**src/rtl/i2s_channel_router_pkg.sv**
```systemverilog
// Shared types for the I2S channel router and related I2S blocks.
package i2s_router_pkg;

   typedef enum logic [1:0] {
      MODE_PASS = 2'd0,
      MODE_XOR  = 2'd1,
      MODE_SWAP = 2'd2,
      MODE_MUTE = 2'd3
   } mode_t;

   localparam logic SIDE_LEFT  = 1'b0;
   localparam logic SIDE_RIGHT = 1'b1;

endpackage

```
**src/rtl/i2s_channel_router_if.sv**
```systemverilog
// Pin-side and consumer-side signal bundle of the I2S channel router.
interface i2s_channel_router_if #(
   parameter int unsigned N_CH   = 4,
   parameter int unsigned WORD_W = 16,
   parameter int unsigned SEL_W  = $clog2(N_CH)
);

   logic              ws;
   logic [N_CH-1:0]   sd_in;
   logic [SEL_W-1:0]  ch_sel;
   logic [1:0]        mode;
   logic              sd_out;
   logic              wsd;
   logic              wsp;
   logic [WORD_W-1:0] word_out;
   logic              word_side;
   logic              word_valid;
   logic              parity_left;
   logic              parity_right;

   modport master (
      output ws, sd_in, ch_sel, mode,
      input  sd_out, wsd, wsp, word_out, word_side, word_valid, parity_left, parity_right
   );

   modport slave (
      input  ws, sd_in, ch_sel, mode,
      output sd_out, wsd, wsp, word_out, word_side, word_valid, parity_left, parity_right
   );

endinterface

```
**src/rtl/i2s_frame_sync.sv**
```systemverilog
// I2S word-select pipeline: delayed ws, one-sck change pulse and a saturating
// per-half-frame bit counter that restarts at 1 on the MSB edge.
module i2s_frame_sync #(
   parameter int unsigned WORD_W = 16,
   parameter int unsigned CNT_W  = $clog2(WORD_W + 1)
) (
   input  logic             sck,
   input  logic             rst,
   input  logic             ws_i,
   output logic             wsd_o,
   output logic             wsp_o,
   output logic [CNT_W-1:0] bit_cnt_o
);

   localparam logic [CNT_W-1:0] CntMax = CNT_W'(WORD_W);

   logic             ws_d1_q, ws_d2_q;
   logic [CNT_W-1:0] cnt_q, cnt_d;
   logic             wsp;

   assign wsp = ws_d1_q ^ ws_d2_q;

   always_comb begin
      cnt_d = cnt_q;
      if (wsp) begin
         cnt_d = CNT_W'(1);
      end else if (cnt_q < CntMax) begin
         cnt_d = cnt_q + CNT_W'(1);
      end
   end

   always_ff @(posedge sck) begin
      if (rst) begin
         ws_d1_q <= 1'b0;
         ws_d2_q <= 1'b0;
         cnt_q   <= '0;
      end else begin
         ws_d1_q <= ws_i;
         ws_d2_q <= ws_d1_q;
         cnt_q   <= cnt_d;
      end
   end

   assign wsd_o     = ws_d1_q;
   assign wsp_o     = wsp;
   assign bit_cnt_o = cnt_q;

endmodule

```
**src/rtl/i2s_channel_router.sv**
```systemverilog
// Routes N_CH I2S data lines to one serial output (pass/xor/swap/mute) and
// deserialises the selected channel into words with per-side parity.
module i2s_channel_router
   import i2s_router_pkg::*;
#(
   parameter int unsigned N_CH   = 4,
   parameter int unsigned WORD_W = 16,
   parameter int unsigned SEL_W  = $clog2(N_CH)
) (
   input logic                 sck,
   input logic                 rst,
   i2s_channel_router_if.slave bus
);

   localparam int unsigned CNT_W = $clog2(WORD_W + 1);

   logic             wsd, wsp;
   logic [CNT_W-1:0] bit_cnt;

   i2s_frame_sync #(
      .WORD_W (WORD_W),
      .CNT_W  (CNT_W)
   ) u_frame_sync (
      .sck       (sck),
      .rst       (rst),
      .ws_i      (bus.ws),
      .wsd_o     (wsd),
      .wsp_o     (wsp),
      .bit_cnt_o (bit_cnt)
   );

   logic [SEL_W-1:0]  sel_q, sel_d, eff_sel;
   mode_t             mode_q, mode_d, eff_mode;
   logic              first_q, first_d;
   logic [WORD_W-1:0] capture_q, capture_d;
   logic [WORD_W-1:0] swap_q, swap_d;
   logic [WORD_W-1:0] word_out_q, word_out_d;
   logic              sd_out_q, sd_out_d;
   logic              word_side_q, word_side_d;
   logic              word_valid_q, word_valid_d;
   logic              parity_left_q, parity_left_d;
   logic              parity_right_q, parity_right_d;
   logic              sel_bit, swap_bit, ended_side;

   always_comb begin
      // Selection and mode switch on the MSB edge itself, so the new half-frame is routed fully.
      eff_sel        = wsp ? bus.ch_sel : sel_q;
      eff_mode       = wsp ? mode_t'(bus.mode) : mode_q;
      sel_bit        = bus.sd_in[eff_sel];
      ended_side     = ~wsd;
      sel_d          = sel_q;
      mode_d         = mode_q;
      first_d        = first_q;
      capture_d      = capture_q;
      swap_d         = swap_q << 1;
      swap_bit       = swap_q[WORD_W-1];
      word_out_d     = word_out_q;
      word_side_d    = word_side_q;
      word_valid_d   = 1'b0;
      parity_left_d  = parity_left_q;
      parity_right_d = parity_right_q;
      sd_out_d       = 1'b0;

      if (wsp) begin
         sel_d                 = bus.ch_sel;
         mode_d                = eff_mode;
         first_d               = 1'b0;
         capture_d             = '0;
         capture_d[WORD_W-1]   = sel_bit;
         swap_d                = '0;
         swap_bit              = 1'b0;
         if (!first_q) begin
            word_out_d   = capture_q;
            word_side_d  = ended_side;
            word_valid_d = 1'b1;
            swap_d       = capture_q << 1;
            swap_bit     = capture_q[WORD_W-1];
            if (ended_side == SIDE_LEFT) begin
               parity_left_d = ^capture_q;
            end else begin
               parity_right_d = ^capture_q;
            end
         end
      end else begin
         // A saturated count matches no bit position, so long half-frames are ignored.
         for (int i = 0; i < int'(WORD_W); i++) begin
            if (int'(bit_cnt) == int'(WORD_W) - 1 - i) begin
               capture_d[i] = sel_bit;
            end
         end
      end

      unique case (eff_mode)
         MODE_PASS: sd_out_d = sel_bit;
         MODE_XOR:  sd_out_d = ^bus.sd_in;
         MODE_SWAP: sd_out_d = swap_bit;
         MODE_MUTE: sd_out_d = 1'b0;
      endcase
   end

   always_ff @(posedge sck) begin
      if (rst) begin
         sel_q          <= '0;
         mode_q         <= MODE_PASS;
         first_q        <= 1'b1;
         capture_q      <= '0;
         swap_q         <= '0;
         word_out_q     <= '0;
         sd_out_q       <= 1'b0;
         word_side_q    <= 1'b0;
         word_valid_q   <= 1'b0;
         parity_left_q  <= 1'b0;
         parity_right_q <= 1'b0;
      end else begin
         sel_q          <= sel_d;
         mode_q         <= mode_d;
         first_q        <= first_d;
         capture_q      <= capture_d;
         swap_q         <= swap_d;
         word_out_q     <= word_out_d;
         sd_out_q       <= sd_out_d;
         word_side_q    <= word_side_d;
         word_valid_q   <= word_valid_d;
         parity_left_q  <= parity_left_d;
         parity_right_q <= parity_right_d;
      end
   end

   assign bus.sd_out       = sd_out_q;
   assign bus.wsd          = wsd;
   assign bus.wsp          = wsp;
   assign bus.word_out     = word_out_q;
   assign bus.word_side    = word_side_q;
   assign bus.word_valid   = word_valid_q;
   assign bus.parity_left  = parity_left_q;
   assign bus.parity_right = parity_right_q;

endmodule

```
**src/flat_wrapper.sv**
```systemverilog
// flat-port wrapper written by rule: the top's interface ports become plain ports
module i2s_channel_router_flat import i2s_router_pkg::*;
#(
   parameter int unsigned N_CH   = 4,
   parameter int unsigned WORD_W = 16,
   parameter int unsigned SEL_W  = $clog2(N_CH)
)
  (sck, rst, bus_ws, bus_sd_in, bus_ch_sel, bus_mode, bus_sd_out, bus_wsd, bus_wsp, bus_word_out, bus_word_side, bus_word_valid, bus_parity_left, bus_parity_right);
  i2s_channel_router_if #(.N_CH(N_CH), .WORD_W(WORD_W), .SEL_W(SEL_W)) bus_i ();
  input logic sck;
  input logic rst;
  input wire logic [$bits(bus_i.ws)-1:0] bus_ws;
  input wire logic [$bits(bus_i.sd_in)-1:0] bus_sd_in;
  input wire logic [$bits(bus_i.ch_sel)-1:0] bus_ch_sel;
  input wire logic [$bits(bus_i.mode)-1:0] bus_mode;
  output wire logic [$bits(bus_i.sd_out)-1:0] bus_sd_out;
  output wire logic [$bits(bus_i.wsd)-1:0] bus_wsd;
  output wire logic [$bits(bus_i.wsp)-1:0] bus_wsp;
  output wire logic [$bits(bus_i.word_out)-1:0] bus_word_out;
  output wire logic [$bits(bus_i.word_side)-1:0] bus_word_side;
  output wire logic [$bits(bus_i.word_valid)-1:0] bus_word_valid;
  output wire logic [$bits(bus_i.parity_left)-1:0] bus_parity_left;
  output wire logic [$bits(bus_i.parity_right)-1:0] bus_parity_right;
  assign bus_i.ws = bus_ws;
  assign bus_i.sd_in = bus_sd_in;
  assign bus_i.ch_sel = bus_ch_sel;
  assign bus_i.mode = bus_mode;
  assign bus_sd_out = bus_i.sd_out;
  assign bus_wsd = bus_i.wsd;
  assign bus_wsp = bus_i.wsp;
  assign bus_word_out = bus_i.word_out;
  assign bus_word_side = bus_i.word_side;
  assign bus_word_valid = bus_i.word_valid;
  assign bus_parity_left = bus_i.parity_left;
  assign bus_parity_right = bus_i.parity_right;
  i2s_channel_router #(.N_CH(N_CH), .WORD_W(WORD_W), .SEL_W(SEL_W)) u_core (.sck(sck), .rst(rst), .bus(bus_i));
endmodule
```
**config.mk**
```make
export PLATFORM = sky130hd
export DESIGN_NAME = i2s_channel_router_flat
export DESIGN_NICKNAME = d
export VERILOG_FILES = /design/src/rtl/i2s_channel_router_pkg.sv /design/src/rtl/i2s_channel_router_if.sv /design/src/rtl/i2s_frame_sync.sv /design/src/rtl/i2s_channel_router.sv /design/src/flat_wrapper.sv
export SDC_FILE = /design/constraint.sdc
export NUM_CORES = 1
export LEC_CHECK = 0
export ABC_AREA = 1
export CORE_ASPECT_RATIO = 1.5
export CORE_MARGIN = 2
export CORE_UTILIZATION = 45
export DETAILED_ROUTE_END_ITERATION = 7
export PLACE_DENSITY_LB_ADDON = 0.3
export SLEW_MARGIN = 20
export SYNTH_ARGS = -nofsm -noshare
export SYNTH_HDL_FRONTEND = slang
export SYNTH_SLANG_ARGS = --single-unit
```
**constraint.sdc**
```tcl
create_clock -name sck -period 1.8 [get_ports sck]
set_input_delay 0.36 -clock sck [delete_from_list [all_inputs] [get_ports sck]]
set_output_delay 0.36 -clock sck [all_outputs]
set_load 0.02 [all_outputs]
```
==> results.md <==
- Largest family of logic cells by synthesized area: simple AND/OR/NAND/NOR gates
- Chip width: 70.7 µm
- Maximum clock frequency: 0.595 GHz
- Leakage: 1.73 nW
- Iteration-0 DRC Markers: 128
- Pwr Density: 910 nW/µm²
- Mapped Area: 3000 µm²
- CP Max Fanout: 3
- Buffer and inverter count on the worst path: 1
- Min cycle time layout: 1.68 ns
- Detailed-route via count: about 2.7k
- Worst setup margin: 0.119 ns
- Post-synthesis mux area share: 0%
- Accumulated negative setup slack: 0 ns
- R2r endpoint: u_core.capture_q[8]
- Area delta synth->final: 23.2%
- Top cells by area, synth: dfxtp_1, nand2_1, nor2_1, inv_1, nand3_1
- Diodes inserted: 0
- Synthesized netlist net count: 459
- Initial antenna violation count: 0
- DRC viols: 0
- Post-CTS setup buffer count: 0
- Clk sinks: 64
- Max-slew violations: 0
- Core Util, Final: between 50% and 60%
- 1st-pass router iterations: 4
- Pre-CTS WS: 0.0418 ns
- Rows: 36
- Worst Skew: between 0.007 and 0.008 ns
- Slew margin rel.: 78.8%
- Compound-Gate Fraction of Synth Area: 8.45%
- Final nets: 500
- Worst Path Required: 1.44 ns
- CP max stage delay: between 0.6 and 0.7 ns
- Psw: approximately 0.00082 W
- Worst reg2reg path startpoint: u_core.u_frame_sync.wsd_o
- Avg Inst Size Synth: 6.78 µm²
- CP startpoint: u_core.u_frame_sync.wsd_o
- Ys async rst share: 0%
- Synth Area in Simple Gates: 35.0%
- Remaining antenna violation count: 0
- GRT Overall Usage: between 10% and 20%
- Grt total ovfl: 0
- Pwr Total: between 0.003 and 0.004 W
- Worst path depth: 1
- DPL Wire Length: 4720 µm
- Worst Hold Class: reg -> reg
- WS Path Type: reg -> out
- Synth top cells by count: nand2_1, nor2_1, dfxtp_1, inv_1, nand3_1
- Dominant cell type by area after synthesis: dfxtp_1
- Final WL: 6210 µm
- Switching Share: around 24%
- Clock Power Share: 45.5%
- Internal Power: 0.00255 W
- Synth top area share: a little over two fifths
- Crit-path slowest cell: clkdlybuf4s50_1
- Adder-cell share of the synthesized area: 2.08%
- Die Y: 104 µm
- Flop2flop setup slack: about 0.21 ns
- Clock Tree Root: clkbuf_8
- Slew @ Worst Pin: 0.314 ns
- DIE AREA: 7360 µm²
- CP startpoint kind: flip-flop
- Reg2Reg Depth: 10
- Arrival time at the worst endpoint: 1.32 ns
- Clk Latency, worst-skew pair: approximately 0.34 ns
- Ys flop type: dfxtp_1
- Initial Util: 46.3%
- Register area share after synthesis: 42.6%
- RSZ-0062 raised after global routing: no
- Largest net degree at the start of global routing: 29
- H-tree depth: 3
- CP Cell Sequence: clkdlybuf4s50_1
- Core box area: 6490 µm²
- Synth warnings: 0
- TritonCTS clock tree: built
- Combinational fraction of design power: 10.8%
- Status: complete, no violations
- Final Hold Viols: 0
- IO Pins: 34
- Layout cells sized above 1: 10.0%
- Post-Syn Instances: 443
- CP endpoint kind: output port
- Clock Pin Slew Worst Setup and Hold Paths: 0.07 ns
- Via density: approximately 4.8
- Most frequent cell after synthesis: nand2_1
- Period utilisation layout: around 93%
- Max VDD drop: 0.000487 V
- Crit path to: bus_wsd
- Wirelength per Cell: 11.0 µm
- Buffers on Ports: 33
- Vias in the first global route: 2630
- Synth Area in XOR/XNOR: 1.17%
- Global-route wire length before repair: 11100 µm
- Clock Path Buffers: 2
- Seq cells post-synth: between 60 and 70
- RePlAce Congestion: about 0.85
- Cell family with most CP delay: buffers and inverters
- Count of final setup violators: 0
- Inserted Clock Buffers: 9
- Post-synthesis cell type count: 28
- Sequential share of power: 43.7%
- Max-cap violations: 0
- Number of synthesized flops with an enable pin: 0
cell type report:
cell class | count | area, µm²
Fill cell | 630 | 2780
Multi-Input combinational cell | 301 | 1420
Clock buffer | 10 | 138
Clock inverter | 6 | 115
Tap cell | 76 | 95.1
Inverter | 66 | 248
Timing Repair Buffer | 42 | 409
Sequential cell | 64 | 1280
registers in the layout (all words and copies together) (netlist names):
signal / flops
u_core.bus.sd_out: 1
u_core.swap_q: 15
u_core.u_frame_sync.wsd_o: 1
u_core.bus.parity_left: 1
u_core.bus.word_side: 1
u_core.sel_q: 2
u_core.u_frame_sync.ws_d2_q: 1
u_core.bus.parity_right: 1
u_core.bus.word_out: 16
u_core.first_q: 1
u_core.mode_q: 2
u_core.capture_q: 16
u_core.bus.word_valid: 1
u_core.u_frame_sync.bit_cnt_o: 5
how the worst min path moves through the flow:
| stage | cells after the start | startpoint | slack [ns] | to |
|---|---|---|---|---|
| CTS | 2 | u_core.swap_q[5] | 0.46 | u_core.swap_q[6] |
| global placement | 2 | u_core.swap_q[4] | 0.44 | u_core.swap_q[5] |
| global route | 2 | u_core.swap_q[9] | 0.50 | u_core.swap_q[10] |
| floorplan | 2 | u_core.swap_q[9] | 0.43 | u_core.swap_q[10] |
| finish | 2 | u_core.swap_q[3] | 0.46 | u_core.swap_q[4] |
| detailed placement | 2 | u_core.swap_q[6] | 0.45 | u_core.swap_q[7] |
what timing repair did:
item	4_1_cts	5_1_grt
gates resized for setup	1	2
pin swaps	0	0
hold buffers	0	0
setup endpoints to repair	1	11
worst register-to-register path, cell delays in order (launching register included):
cell	delay, ns
dfxtp_1	0.36
inv_1	0.07
nand2_2	0.08
nand2_4	0.11
buf_4	0.19
o21ai_4	0.16
nand3_2	0.15
nand2_8	0.19
nand2_1	0.08
nand2_1	0.06
inv_1	0.04
layer usage:
layer  global-route usage [%]  vias to the layer above  routed length (µm)
met1                     21.0                     1212                2720
met2                     31.0                       49                3100
met5                        0                        -                   0
met4                     10.5                        0                 198
met3                     3.97                       14                 193
li1                         -                     1440                   -
cell usage in the layout, fill, tap and decap left out, types with 3 or more instances in the layout:
cell             Yosys  routed
dfxtp_1             64      64
nand2_1            122     122
o21ai_1              7       6
nand3_1             35      35
clkbuf_8             0      10
ha_1                 5       5
buf_4                1       8
nand2_2             12      12
bufinv_16            0       3
a21oi_1              8       8
xor2_1               3       3
inv_1               64      64
clkdlybuf4s50_1      0      32
o21ai_0             29      29
nand2_4              4       3
nor2_1              67      67
stage by stage:
stage                     cell area [µm²]  instances  hold WS, ns
after global routing                 3700        565        0.498
final                                3700        565        0.461
after detailed placement             3440        549        0.446
after global placement               3440        549        0.437
after CTS                            3690        565        0.464
after floorplan                      3000        443        0.431
power by group through the flow:
stage | clock [W] | sequential [W] | combinational (W)
after global placement | 0 | 0.00150 | 0.000351
after CTS | 0.00156 | 0.00147 | 0.000357
after global routing | 0.00163 | 0.00148 | 0.000413
after floorplan | 0 | 0.00151 | 0.000251
final | 0.00153 | 0.00147 | 0.000365
after detailed placement | 0 | 0.00150 | 0.000357
kinds of logic after synthesis:
group,after synthesis
AOI/OAI and AO/OA,47
xor gates and xnor gates,4
adders and majority gates,5
buffers and inverters,78
DFF,64
and+or+nand+nor,245
Note: power is estimated with default switching activity, not from simulation.
